$ cat src/rtl/mem_arb_pkg.sv
// Shared constants for the memory port arbiter.
// Default geometry matches the datamem/progmem word port.
package mem_arb_pkg;

  localparam int AW_DEF        = 14;
  localparam int DW_DEF        = 32;
  localparam int BEW_DEF       = DW_DEF / 8;
  localparam int MAX_BURST_DEF = 4;
  localparam int CNT_W         = 4;

  localparam logic REQ_CORE = 1'b0;
  localparam logic REQ_DBG  = 1'b1;

endpackage

$ cat src/rtl/mem_arb_if.sv
// One requester's view of the shared memory port.
// Requester drives master; the arbiter takes slave.
interface mem_arb_if
  import mem_arb_pkg::*;
#(
  parameter int AW = AW_DEF,
  parameter int DW = DW_DEF
);

  logic            req;
  logic            we;
  logic [DW/8-1:0] be;
  logic [AW-1:0]   addr;
  logic [DW-1:0]   wdata;
  logic            gnt;
  logic            rvalid;
  logic [DW-1:0]   rdata;

  modport master (
    output req, we, be, addr, wdata,
    input  gnt, rvalid, rdata
  );

  modport slave (
    input  req, we, be, addr, wdata,
    output gnt, rvalid, rdata
  );

endinterface

$ cat src/rtl/mem_port_arbiter_rr_pick2.sv
// Two-way round-robin pick with burst lock.
// Owner keeps the port until its burst expires.
module rr_pick2 (
  input  logic [1:0] req,
  input  logic       owner,
  input  logic       burst_expired,
  output logic       winner,
  output logic       any_gnt
);

  always_comb begin
    winner  = owner;
    any_gnt = |req;
    unique case (1'b1)
      (req == 2'b11): winner = burst_expired ? ~owner : owner;
      (req == 2'b10): winner = 1'b1;
      (req == 2'b01): winner = 1'b0;
      default:        winner = owner;
    endcase
  end

endmodule

$ cat src/rtl/mem_port_arbiter.sv
// Shares one memory port between the core bus (m0)
// and the debug/loader bus (m1), round-robin.
module mem_port_arbiter
  import mem_arb_pkg::*;
#(
  parameter int AW        = AW_DEF,
  parameter int DW        = DW_DEF,
  parameter int MAX_BURST = MAX_BURST_DEF
) (
  input  logic            clk,
  input  logic            rstn,
  mem_arb_if.slave        m0,
  mem_arb_if.slave        m1,
  output logic [DW/8-1:0] mem_en,
  output logic            mem_we,
  output logic [AW-1:0]   mem_addr,
  output logic [DW-1:0]   mem_din,
  input  logic [DW-1:0]   mem_dout
);

  localparam logic [CNT_W-1:0] CAP =
    CNT_W'(MAX_BURST - 1);

  logic             owner;
  logic             boot;
  logic [CNT_W-1:0] burst_cnt;
  logic             rd_pend;
  logic             rd_id;
  logic             rd_zero;
  logic [AW-1:0]    addr_q;
  logic [DW-1:0]    din_q;

  logic             winner;
  logic             any_req;
  logic             any;
  logic             expired;
  logic             sel_we;
  logic [DW/8-1:0]  sel_be;
  logic [AW-1:0]    sel_addr;
  logic [DW-1:0]    sel_din;

  // Until the first grant, contention goes to the core bus.
  assign expired = boot | (burst_cnt >= CAP);

  rr_pick2 u_pick (
    .req           ({m1.req, m0.req}),
    .owner         (owner),
    .burst_expired (expired),
    .winner        (winner),
    .any_gnt       (any_req)
  );

  assign any = rstn & any_req;

  always_comb begin
    sel_we   = winner ? m1.we    : m0.we;
    sel_be   = winner ? m1.be    : m0.be;
    sel_addr = winner ? m1.addr  : m0.addr;
    sel_din  = winner ? m1.wdata : m0.wdata;
    m0.gnt   = any & ~winner;
    m1.gnt   = any & winner;
    mem_en   = any ? sel_be : '0;
    mem_we   = any & sel_we;
    mem_addr = any ? sel_addr : addr_q;
    mem_din  = any ? sel_din  : din_q;
  end

  always_ff @(posedge clk or negedge rstn) begin
    if (!rstn) begin
      owner     <= REQ_DBG;
      boot      <= 1'b1;
      burst_cnt <= '0;
      rd_pend   <= 1'b0;
      rd_id     <= REQ_CORE;
      rd_zero   <= 1'b0;
      addr_q    <= '0;
      din_q     <= '0;
    end else begin
      rd_pend <= any & ~sel_we;
      rd_id   <= winner;
      rd_zero <= (sel_be == '0);
      if (any) begin
        boot   <= 1'b0;
        addr_q <= sel_addr;
        din_q  <= sel_din;
        if (winner == owner) begin
          if (burst_cnt < CAP)
            burst_cnt <= burst_cnt + 1'b1;
        end else begin
          owner     <= winner;
          burst_cnt <= '0;
        end
      end else begin
        burst_cnt <= '0;
      end
    end
  end

  // Zero-enable reads leave mem_dout stale, so force 0.
  assign m0.rvalid = rd_pend & ~rd_id;
  assign m1.rvalid = rd_pend & rd_id;
  assign m0.rdata  = (m0.rvalid && !rd_zero)
                     ? mem_dout : '0;
  assign m1.rdata  = (m1.rvalid && !rd_zero)
                     ? mem_dout : '0;

endmodule

$ cat src/flat_wrapper.sv
// flat-port wrapper written by rule: the top's interface ports become plain ports
module mem_port_arbiter_flat import mem_arb_pkg::*;
#(
  parameter int AW        = AW_DEF,
  parameter int DW        = DW_DEF,
  parameter int MAX_BURST = MAX_BURST_DEF
)
  (clk, rstn, mem_en, mem_we, mem_addr, mem_din, mem_dout, m0_req, m0_we, m0_be, m0_addr, m0_wdata, m0_gnt, m0_rvalid, m0_rdata, m1_req, m1_we, m1_be, m1_addr, m1_wdata, m1_gnt, m1_rvalid, m1_rdata);
  mem_arb_if #(.AW(AW), .DW(DW)) m0_i ();
  mem_arb_if #(.AW(AW), .DW(DW)) m1_i ();
  input  logic clk;
  input  logic rstn;
  output logic [DW/8-1:0] mem_en;
  output logic mem_we;
  output logic [AW-1:0] mem_addr;
  output logic [DW-1:0] mem_din;
  input  logic [DW-1:0] mem_dout;
  input wire logic [$bits(m0_i.req)-1:0] m0_req;
  input wire logic [$bits(m0_i.we)-1:0] m0_we;
  input wire logic [$bits(m0_i.be)-1:0] m0_be;
  input wire logic [$bits(m0_i.addr)-1:0] m0_addr;
  input wire logic [$bits(m0_i.wdata)-1:0] m0_wdata;
  output wire logic [$bits(m0_i.gnt)-1:0] m0_gnt;
  output wire logic [$bits(m0_i.rvalid)-1:0] m0_rvalid;
  output wire logic [$bits(m0_i.rdata)-1:0] m0_rdata;
  input wire logic [$bits(m1_i.req)-1:0] m1_req;
  input wire logic [$bits(m1_i.we)-1:0] m1_we;
  input wire logic [$bits(m1_i.be)-1:0] m1_be;
  input wire logic [$bits(m1_i.addr)-1:0] m1_addr;
  input wire logic [$bits(m1_i.wdata)-1:0] m1_wdata;
  output wire logic [$bits(m1_i.gnt)-1:0] m1_gnt;
  output wire logic [$bits(m1_i.rvalid)-1:0] m1_rvalid;
  output wire logic [$bits(m1_i.rdata)-1:0] m1_rdata;
  assign m0_i.req = m0_req;
  assign m0_i.we = m0_we;
  assign m0_i.be = m0_be;
  assign m0_i.addr = m0_addr;
  assign m0_i.wdata = m0_wdata;
  assign m0_gnt = m0_i.gnt;
  assign m0_rvalid = m0_i.rvalid;
  assign m0_rdata = m0_i.rdata;
  assign m1_i.req = m1_req;
  assign m1_i.we = m1_we;
  assign m1_i.be = m1_be;
  assign m1_i.addr = m1_addr;
  assign m1_i.wdata = m1_wdata;
  assign m1_gnt = m1_i.gnt;
  assign m1_rvalid = m1_i.rvalid;
  assign m1_rdata = m1_i.rdata;
  mem_port_arbiter #(.AW(AW), .DW(DW), .MAX_BURST(MAX_BURST)) u_core (.clk(clk), .rstn(rstn), .m0(m0_i), .m1(m1_i), .mem_en(mem_en), .mem_we(mem_we), .mem_addr(mem_addr), .mem_din(mem_din), .mem_dout(mem_dout));
endmodule
$ cat config.mk
export PLATFORM = sky130hd
export DESIGN_NAME = mem_port_arbiter_flat
export DESIGN_NICKNAME = d
export VERILOG_FILES = /design/src/rtl/mem_arb_pkg.sv /design/src/rtl/mem_arb_if.sv /design/src/rtl/mem_port_arbiter_rr_pick2.sv /design/src/rtl/mem_port_arbiter.sv /design/src/flat_wrapper.sv
export SDC_FILE = /design/constraint.sdc
export NUM_CORES = 1
export LEC_CHECK = 0
export ABC_CLOCK_PERIOD_IN_PS = 2300
export BUFFER_PORTS_ARGS = -buffer_cell sky130_fd_sc_hd__buf_2
export CORE_AREA = 2 2 98 100
export DETAILED_ROUTE_END_ITERATION = 10
export DIE_AREA = 0 0 100 102
export GPL_TIMING_DRIVEN = 0
export PLACE_DENSITY = 0.73
export SLEW_MARGIN = 20
export SYNTH_ARGS = -nofsm -noshare
export SYNTH_HDL_FRONTEND = slang
export SYNTH_SLANG_ARGS = --single-unit
$ cat constraint.sdc
create_clock -name clk -period 2.3 [get_ports clk]
set_input_delay 0.345 -clock clk [delete_from_list [all_inputs] [get_ports clk]]
set_output_delay 0.345 -clock clk [all_outputs]
set_load 0.1 [all_outputs]
==> qor.txt, run 1 <==
Status = finished, violations left
Failing checks = negative setup slack
Maximum VDD drop = 0.523 mV
Area of the die = 10200 sq um
Drt total wl = 15.9 mm
TritonCTS clock tree = yes
Drt drc = 0
Final setup fails = 53
Gpl congestion = 0.860
Clock buffer depth = 2
Drt initial violations = 238
Synth Area per Inst = 8.10 sq um
WL per Instance = 19.5 um
Slew @ Worst Pin = 1150 ps
Num CTS Buffers = 5
Fin crit share = 120%
Post-Syn Instances = 394
Global-route wire length before repair = 21.5 mm
Drt first pass iters = 4
Yosys cell types = 34
RSZ-0062 raised after global routing = yes
Max-cap check violation count = 0
Period minus WS final = 2750 ps
Vias in the first global route = 4238
H-tree levels = 2
Die X = 100 um
Remaining Overflow, GRT = 0
CTS root buf = clkbuf_8
Worst-skew pair later-pin latency = 320 ps
Yosys reg bits = 55
Top-Level Pins = 257
F_max = 0.364 GHz
Total GRT Usage = 26.9%
Max transition margin = 23.3%
Area leader, netlist = dfrtp_1
Initial antenna violation count = 1
Share of the synthesized area in the top cell type = 41.6%
Routed vias/inst = 5.29
Synth area leaders = dfrtp_1 (42%), and2_1 (13%), a31oi_1 (9.0%)
Final Hold Vio Count = 0
Crit path capture type = output port
FP Rows = 35
Core Region = 9110 sq um
Num Clock Sinks = 55
Setup slack after layout = -450 ps
PD cells = 707 nW/um^2
Pwr Total = 5.16 mW
Hold Path Class = in -> reg
Crit path launch type = register
Final Core Density = 80.2%
Placed Instances = 760
CP arrival = 2400 ps
Fillcell total = 479
Final std cells w/o fill = 816
Slew Viols, Final = 0
Routed Antenna Nets = 0
Port bufs = 255
Fraction of layout cells with a size suffix above 1 = 63.5%
Area Growth Syn to Fin = 129%
Die height = 102 um
Post-synthesis sequential area ratio = 43.2%
Layout net count = 842
Largest net degree at the start of global routing = 47
Post-synthesis net count = 533
Worst Path Required = 1960 ps
Setup_tns = -20210 ps
Clock skew = 20.0 ps
Vias = 4320
Largest fanout on the critical path = 10
Post-detail-place hpwl = 9.35 mm
Starting Density = 35.0%
Yosys warnings = 0
Leak = 3.29 nW
Cell Area, Synth = 3190 sq um
Reg clk slew, reported paths = 110 ps
Critical path class = reg -> out
## path summary, 6_finish.rpt
check                                     from           endpoint  slack (ps)  cells after the start
setup / recovery           u_core.burst_cnt[3]        mem_din[27]        -450                      7
hold / removal                     m0_addr[12]  u_core.addr_q[12]         330                      3
setup reg to reg           u_core.burst_cnt[3]   u_core.din_q[27]          60                      8
hold reg to reg                    u_core.boot        u_core.boot         520                      1
max in group asynchronous                 rstn   u_core.din_q[23]         650                      4
min in group asynchronous                 rstn   u_core.din_q[13]         600                      3
## final cells by class
cell class | instances | area [sq um] | area share, %
diodes | 1 | 2.50 | 0.0343
multi-input cells | 303 | 2750 | 37.7
inverters | 4 | 15.0 | 0.206
clock buffers | 6 | 72.6 | 0.994
clock inverters | 2 | 12.5 | 0.171
plain buffers | 32 | 254 | 3.48
well taps | 111 | 139 | 1.90
flip-flops and latches | 55 | 1380 | 18.9
repair buffers | 302 | 2670 | 36.6
## cell usage in the layout (no fill, tap or decap), types with 4 or more instances in the layout
cell and instances:
buf_4 48, buf_12 58, o21ai_1 21, nor2_4 6, nand2_2 17, clkbuf_2 12
clkbuf_4 45, o21ai_4 8, nor2_1 49, nand2_1 30, clkbuf_1 12, a31oi_4 46
nand2_4 5, and2_1 67, o21ai_2 18, mux2i_4 5, clkbuf_8 6, o21ai_0 4
buf_2 144, dfrtp_1 52, buf_8 6
## per-layer routing
layer	up-vias	part of all wire [%]	global-route usage, %
li1	1968	-	-
met1	2028	33	28.3
met2	265	54	50.6
met3	59	8.1	6.50
met4	0	5.3	12.3
met5	-	0	0
## report_power, final
group          internal (mW)  switching (mW)
sequential              1.11          0.0634
combinational           1.20            2.24
clock                  0.214           0.334
total                   2.52            2.64
## cells in the mapped netlist
library cell   n
a21o_2         1
a21oi_1        4
a2bb2oi_2      1
a31oi_1       46
and2_1        68
and3_1         1
and3_2         1
and3b_1        1
and4_1         1
buf_2          1
buf_6          4
clkbuf_1      27
clkbuf_2       1
clkinv_1       1
dfrtp_1       53
dfstp_2        2
ha_1           1
inv_1          3
mux2i_1        6
nand2_1       52
nand3_1        3
nor2_1        55
nor2b_1        1
nor3_1         1
nor3b_1        1
nor4_4         1
o211ai_1       1
o21a_1         1
o21ai_0       48
o21ai_1        2
o21ai_4        1
o2bb2ai_1      2
xnor2_1        1
xnor2_2        1
## state kept, by name (all words and copies together) (netlist names)
signal / count
u_core.owner: 1
u_core.rd_id: 1
u_core.boot: 1
u_core.burst_cnt: 4
u_core.rd_zero: 1
u_core.addr_q: 14
u_core.rd_pend: 1
u_core.din_q: 32
## per-stage QoR
step | setup WS, ps | hold WS [ps] | cell area, sq um
6_report | -450 | 330 | 7300
5_1_grt | -546 | 339 | 7300
4_1_cts | -496 | 341 | 6780
3_5_place_dp | -1160 | 441 | 5440
3_3_place_gp | -1500 | 507 | 5430
2_1_floorplan | -367 | 49.4 | 4020
## what timing repair did
item,in CTS,in global routing
pin swaps,40,44
hold buffers,4,0
cloned,2,1
endpoints found under the setup margin,113,104
resized for setup,303,107
buffers inserted,19,22
endpoints found under the hold margin,53,0
## worst max-delay path, cell delays in order (launching register included)
cell and delay, ps:
dfrtp_2 460, nor4_4 390, xnor2_2 240, a21o_4 270
buf_8 150, o21ai_1 120, a31oi_4 260, buf_12 210
## logic make-up (layout without fill, tap and decap cells)
family	Yosys count	in the layout	share of synthesized area, %
mux	6	6	1.88
compound gates	107	108	19.8
xor+xnor	2	2	0.784
buf+inv	37	346	5.37
fa+ha+maj	1	1	0.392
simple gates	186	186	28.6
other cells	0	1	0
flops	55	55	43.2
Power figures use the tool's default switching activity.
==> run 2: changes to the inputs <==
--- a/config.mk
+++ b/config.mk
@@ -7,12 +7,14 @@
 export LEC_CHECK = 0
 export ABC_CLOCK_PERIOD_IN_PS = 2300
 export BUFFER_PORTS_ARGS = -buffer_cell sky130_fd_sc_hd__buf_2
-export CORE_AREA = 2 2 98 100
+export CORE_AREA = 2 2 99 101
 export DETAILED_ROUTE_END_ITERATION = 10
-export DIE_AREA = 0 0 100 102
+export DIE_AREA = 0 0 101 103
 export GPL_TIMING_DRIVEN = 0
-export PLACE_DENSITY = 0.73
+export MAX_ROUTING_LAYER = met4
+export PLACE_DENSITY = 0.71
 export SLEW_MARGIN = 20
 export SYNTH_ARGS = -nofsm -noshare
 export SYNTH_HDL_FRONTEND = slang
+export SYNTH_HIERARCHICAL = 1
 export SYNTH_SLANG_ARGS = --single-unit
==> run 2 against run 1 <==
  * The run still ends with negative setup slack left
  * Flip-flop and latch count stayed put
  * Clock power grew 20%
  * Worst hold slack got worse by 230 ps
  * Largest cell class is now multi-input gates
  * Non-clock buffer count decreased by 33
  * Power rose by 1.7%
  * Sequential power hardly changed
  * Sequential share of layout area up 1.1 points
  * Synthesized cell count decreased by 18%
  * Critical path type unchanged
  * Routed wire length down 15%
  * Combinational power about the same
  * Highest routed layer unchanged
==> qor.txt, run 2 <==
Final instance area = 6900 sq um (-5.5%)
Yosys cell types = 29 (-15%)
Drt total wl = 13.5 mm (-15%)
Initial antenna violation count = 4 (+3)
Post-synthesis net count = 464 (-13%)
Int Pwr = 2.62 mW (+3.8%)
Vias in the first global route = 3719 (-12%)
Core Region = 9460 sq um (+3.8%)
Synth area leaders = dfrtp_1 (42%), mux2i_1 (16%), a21oi_1 (15%)
CTS root buf = clkbuf_8
Status = finished, violations left
Synth cell count leaders = a21oi_1 (92), and2_1 (68), dfrtp_1 (53)
Failing checks = negative setup slack
Most frequent cells in the layout = buf_2 (151), and2_1 (68), dfrtp_1 (53), clkbuf_4 (50), mux2i_4 (50)
EDFF count, synth = 0 (unchanged)
Flop pwr share = 22.1% (-0.5 points)
Drt first pass iters = 4 (unchanged)
DP Area = 5310 sq um (-2.4%)
Sw power = 2.63 mW (-0.24%)
F_max = 0.327 GHz (-10%)
Fraction of layout cells with a size suffix above 1 = 68.6% (+5.2 points)
PD cells = 761 nW/um^2 (+7.7%)
Top-Level Pins = 257 (unchanged)
Area leader, netlist = dfrtp_1
CP arrival = 2710 ps (+310 ps)
Area Growth Syn to Fin = 120%
Worst Path Required = 1960 ps (about the same)
Max FFs per register = 32 (unchanged)
Vias = 3628 (-16%)
Area of the die = 10400 sq um (+2.0%)
Cell Area, Synth = 3130 sq um (-1.8%)
Worst-skew pair later-pin latency = 310 ps (about the same)
Async S/R FF share, synth = 100% (unchanged)
Maximum VDD drop = 0.633 mV (+21%)
Post-synthesis sequential area ratio = 44.0% (+0.81 points)
Routed Antenna Nets = 0 (unchanged)
Slew Viols, Final = 0 (unchanged)
Setup slack after layout = -754 ps (-304 ps)
Share of the synthesized area in the top cell type = 42.3% (+0.78 points)
Period minus WS final = 3050 ps (+304 ps)
Yosys reg bits = 55 (unchanged)
Max-cap check violation count = 0 (unchanged)
Clock power frac = 12.5% (+1.9 points)
Post-detail-place hpwl = 9.17 mm (-1.9%)
Routed vias/inst = 5.01 (-5.3%)
Fin crit share = 133% (+13 points)
Clock buffer depth = 2 (unchanged)
H-tree levels = 2 (unchanged)
Port bufs = 256 (+0.39%)
Prevailing post-synth register cell = dfrtp_1
Sw Ratio = 50.1% (-0.99 points)
Total GRT Usage = 25.5% (-1.4 points)
Synth Area per Inst = 9.64 sq um (+19%)
Slew @ Worst Pin = 944 ps (-206 ps)
Largest fanout on the critical path = 8 (-2)
Crit path capture type = output port
FP Rows = 36 (+2.9%)
Num Clock Sinks = 55 (unchanged)
Drt drc = 0 (unchanged)
Most frequent cell after synthesis = a21oi_1
Post-Syn Instances = 325 (-18%)
Remaining Overflow, GRT = 0 (unchanged)
Final Core Density = 72.9% (-7.2 points)
Num CTS Buffers = 5 (unchanged)
Max transition margin = 37.0% (+14 points)
TritonCTS clock tree = yes
Hold Path Class = in -> async
Combinational Power Share = 65.4% (-1.3 points)
Reg clk slew, reported paths = 100 ps (about the same)
Clock skew = 10.1 ps (-9.96 ps)
Die height = 103 um (+0.98%)
Layout net count = 744 (-12%)
Gpl congestion = 0.768 (-11%)
Leak = 2.99 nW (-8.9%)
Drt initial violations = 63 (-74%)
RSZ-0062 raised after global routing = yes
Biggest regs = u_core/din_q: 32 flops, u_core/addr_q: 14 flops, u_core/burst_cnt: 4 flops
Final setup fails = 57 (+7.5%)
Largest reg by FF count = u_core/din_q
Most common cell after layout, fill and taps aside = buf_2
WL per Instance = 18.7 um (-4.0%)
Global-route wire length before repair = 19.5 mm (-9.4%)
Starting Density = 33.1% (-1.9 points)
Final Hold Vio Count = 0 (unchanged)
Crit path launch type = register
Critical path class = reg -> out
Die X = 101 um (+1.0%)
Largest net degree at the start of global routing = 60 (+28%)
Yosys warnings = 6 (+6)
## run 2: cell count changes after synthesis, sizes merged, moves of 3 or more
cell,change
nand2,-51
nor2,-47
a31oi,-46
o21ai,-51
clkbuf,-15
buf,+10
nand3,-3
a21oi,+88
mux2i,+45
inv,-3
## run 2: logic make-up after synthesis
group	count (synthesis)	share of synthesized area (%)
adder cells (fa/ha/maj)	1	0.399
AO/OA/AOI/OAI	99	16.6
flip-flops	55	44.0
multiplexers	51	16.3
AND/OR/NAND/NOR	89	17.7
buffers and inverters	28	4.43
XOR/XNOR	2	0.559
## run 2: critical path: stages, from the launching register on
cell       delay (ps)
dfrtp_1           400
ha_2              190
or4_4             430
xor2_2            190
o2bb2ai_2         160
buf_12            170
buf_12            130
buf_16            140
mux2i_4           200
a21oi_4           190
buf_12            190
## run 2: per-layer routing
| metal | wire length, um | part of all wire (%) | track usage (%) |
|---|---|---|---|
| met1 | 4620 | 34 | 25.1 |
| met2 | 7620 | 56 | 49.1 |
| met3 | 770 | 5.7 | 4.34 |
| met4 | 527 | 3.9 | 10.9 |
| met5 | 0 | 0 | - |
## run 2: path summary, 6_finish.rpt
kind                                        to  slack [ps]  cells after the start           startpoint
setup / recovery                   mem_din[24]        -750                     10  u_core/burst_cnt[0]
hold / removal                u_core/din_q[15]         100                      1                 rstn
setup reg to reg              u_core/din_q[23]        -120                     10  u_core/burst_cnt[0]
hold reg to reg                    u_core/boot         510                      1          u_core/boot
max in group asynchronous  u_core/burst_cnt[3]        1710                      1                 rstn
min in group clk              u_core/din_q[13]         360                      3         m1_wdata[13]
## run 2: layout make-up
class,instances,area (sq um)
Clock inverter,3,43.8
Timing Repair Buffer,273,2180
Buffer,28,221
Fill cell,657,2560
Antenna cell,4,10.0
Tap cell,114,143
Multi-Input combinational cell,242,2850
Clock buffer,5,68.8
Sequential cell,55,1380
## run 2: power groups by stage
stage / Clock [mW] / Sequential, mW / Combinational (mW)
detailed placement: 0 / 1.17 / 2.65
global route: 0.714 / 1.18 / 3.54
floorplan: 0 / 1.16 / 2.21
global placement: 0 / 1.17 / 2.63
CTS: 0.669 / 1.15 / 3.35
finish: 0.655 / 1.16 / 3.43
## run 2: per-stage QoR
| step | setup slack [ps] | std cells | power, mW | TNS (ps) | hold WS (ps) |
|---|---|---|---|---|---|
| 4_1_cts | -757 | 717 | 5.18 | -35900 | 110 |
| 5_1_grt | -823 | 723 | 5.43 | -41740 | 146 |
| 6_report | -754 | 724 | 5.25 | -36030 | 98.1 |
| 2_1_floorplan | -372 | 325 | 3.38 | -27520 | 49.4 |
| 3_5_place_dp | -645 | 695 | 3.83 | -35670 | 458 |
| 3_3_place_gp | -1090 | 695 | 3.80 | -71540 | 479 |
## run 2: timing repair
item | in CTS | in global routing
pin swaps | 8 | 2
resized for setup | 235 | 67
buffers inserted | 12 | 3
gates cloned | 2 | 0
endpoints found under the setup margin | 111 | 156
hold buffers | 0 | 0
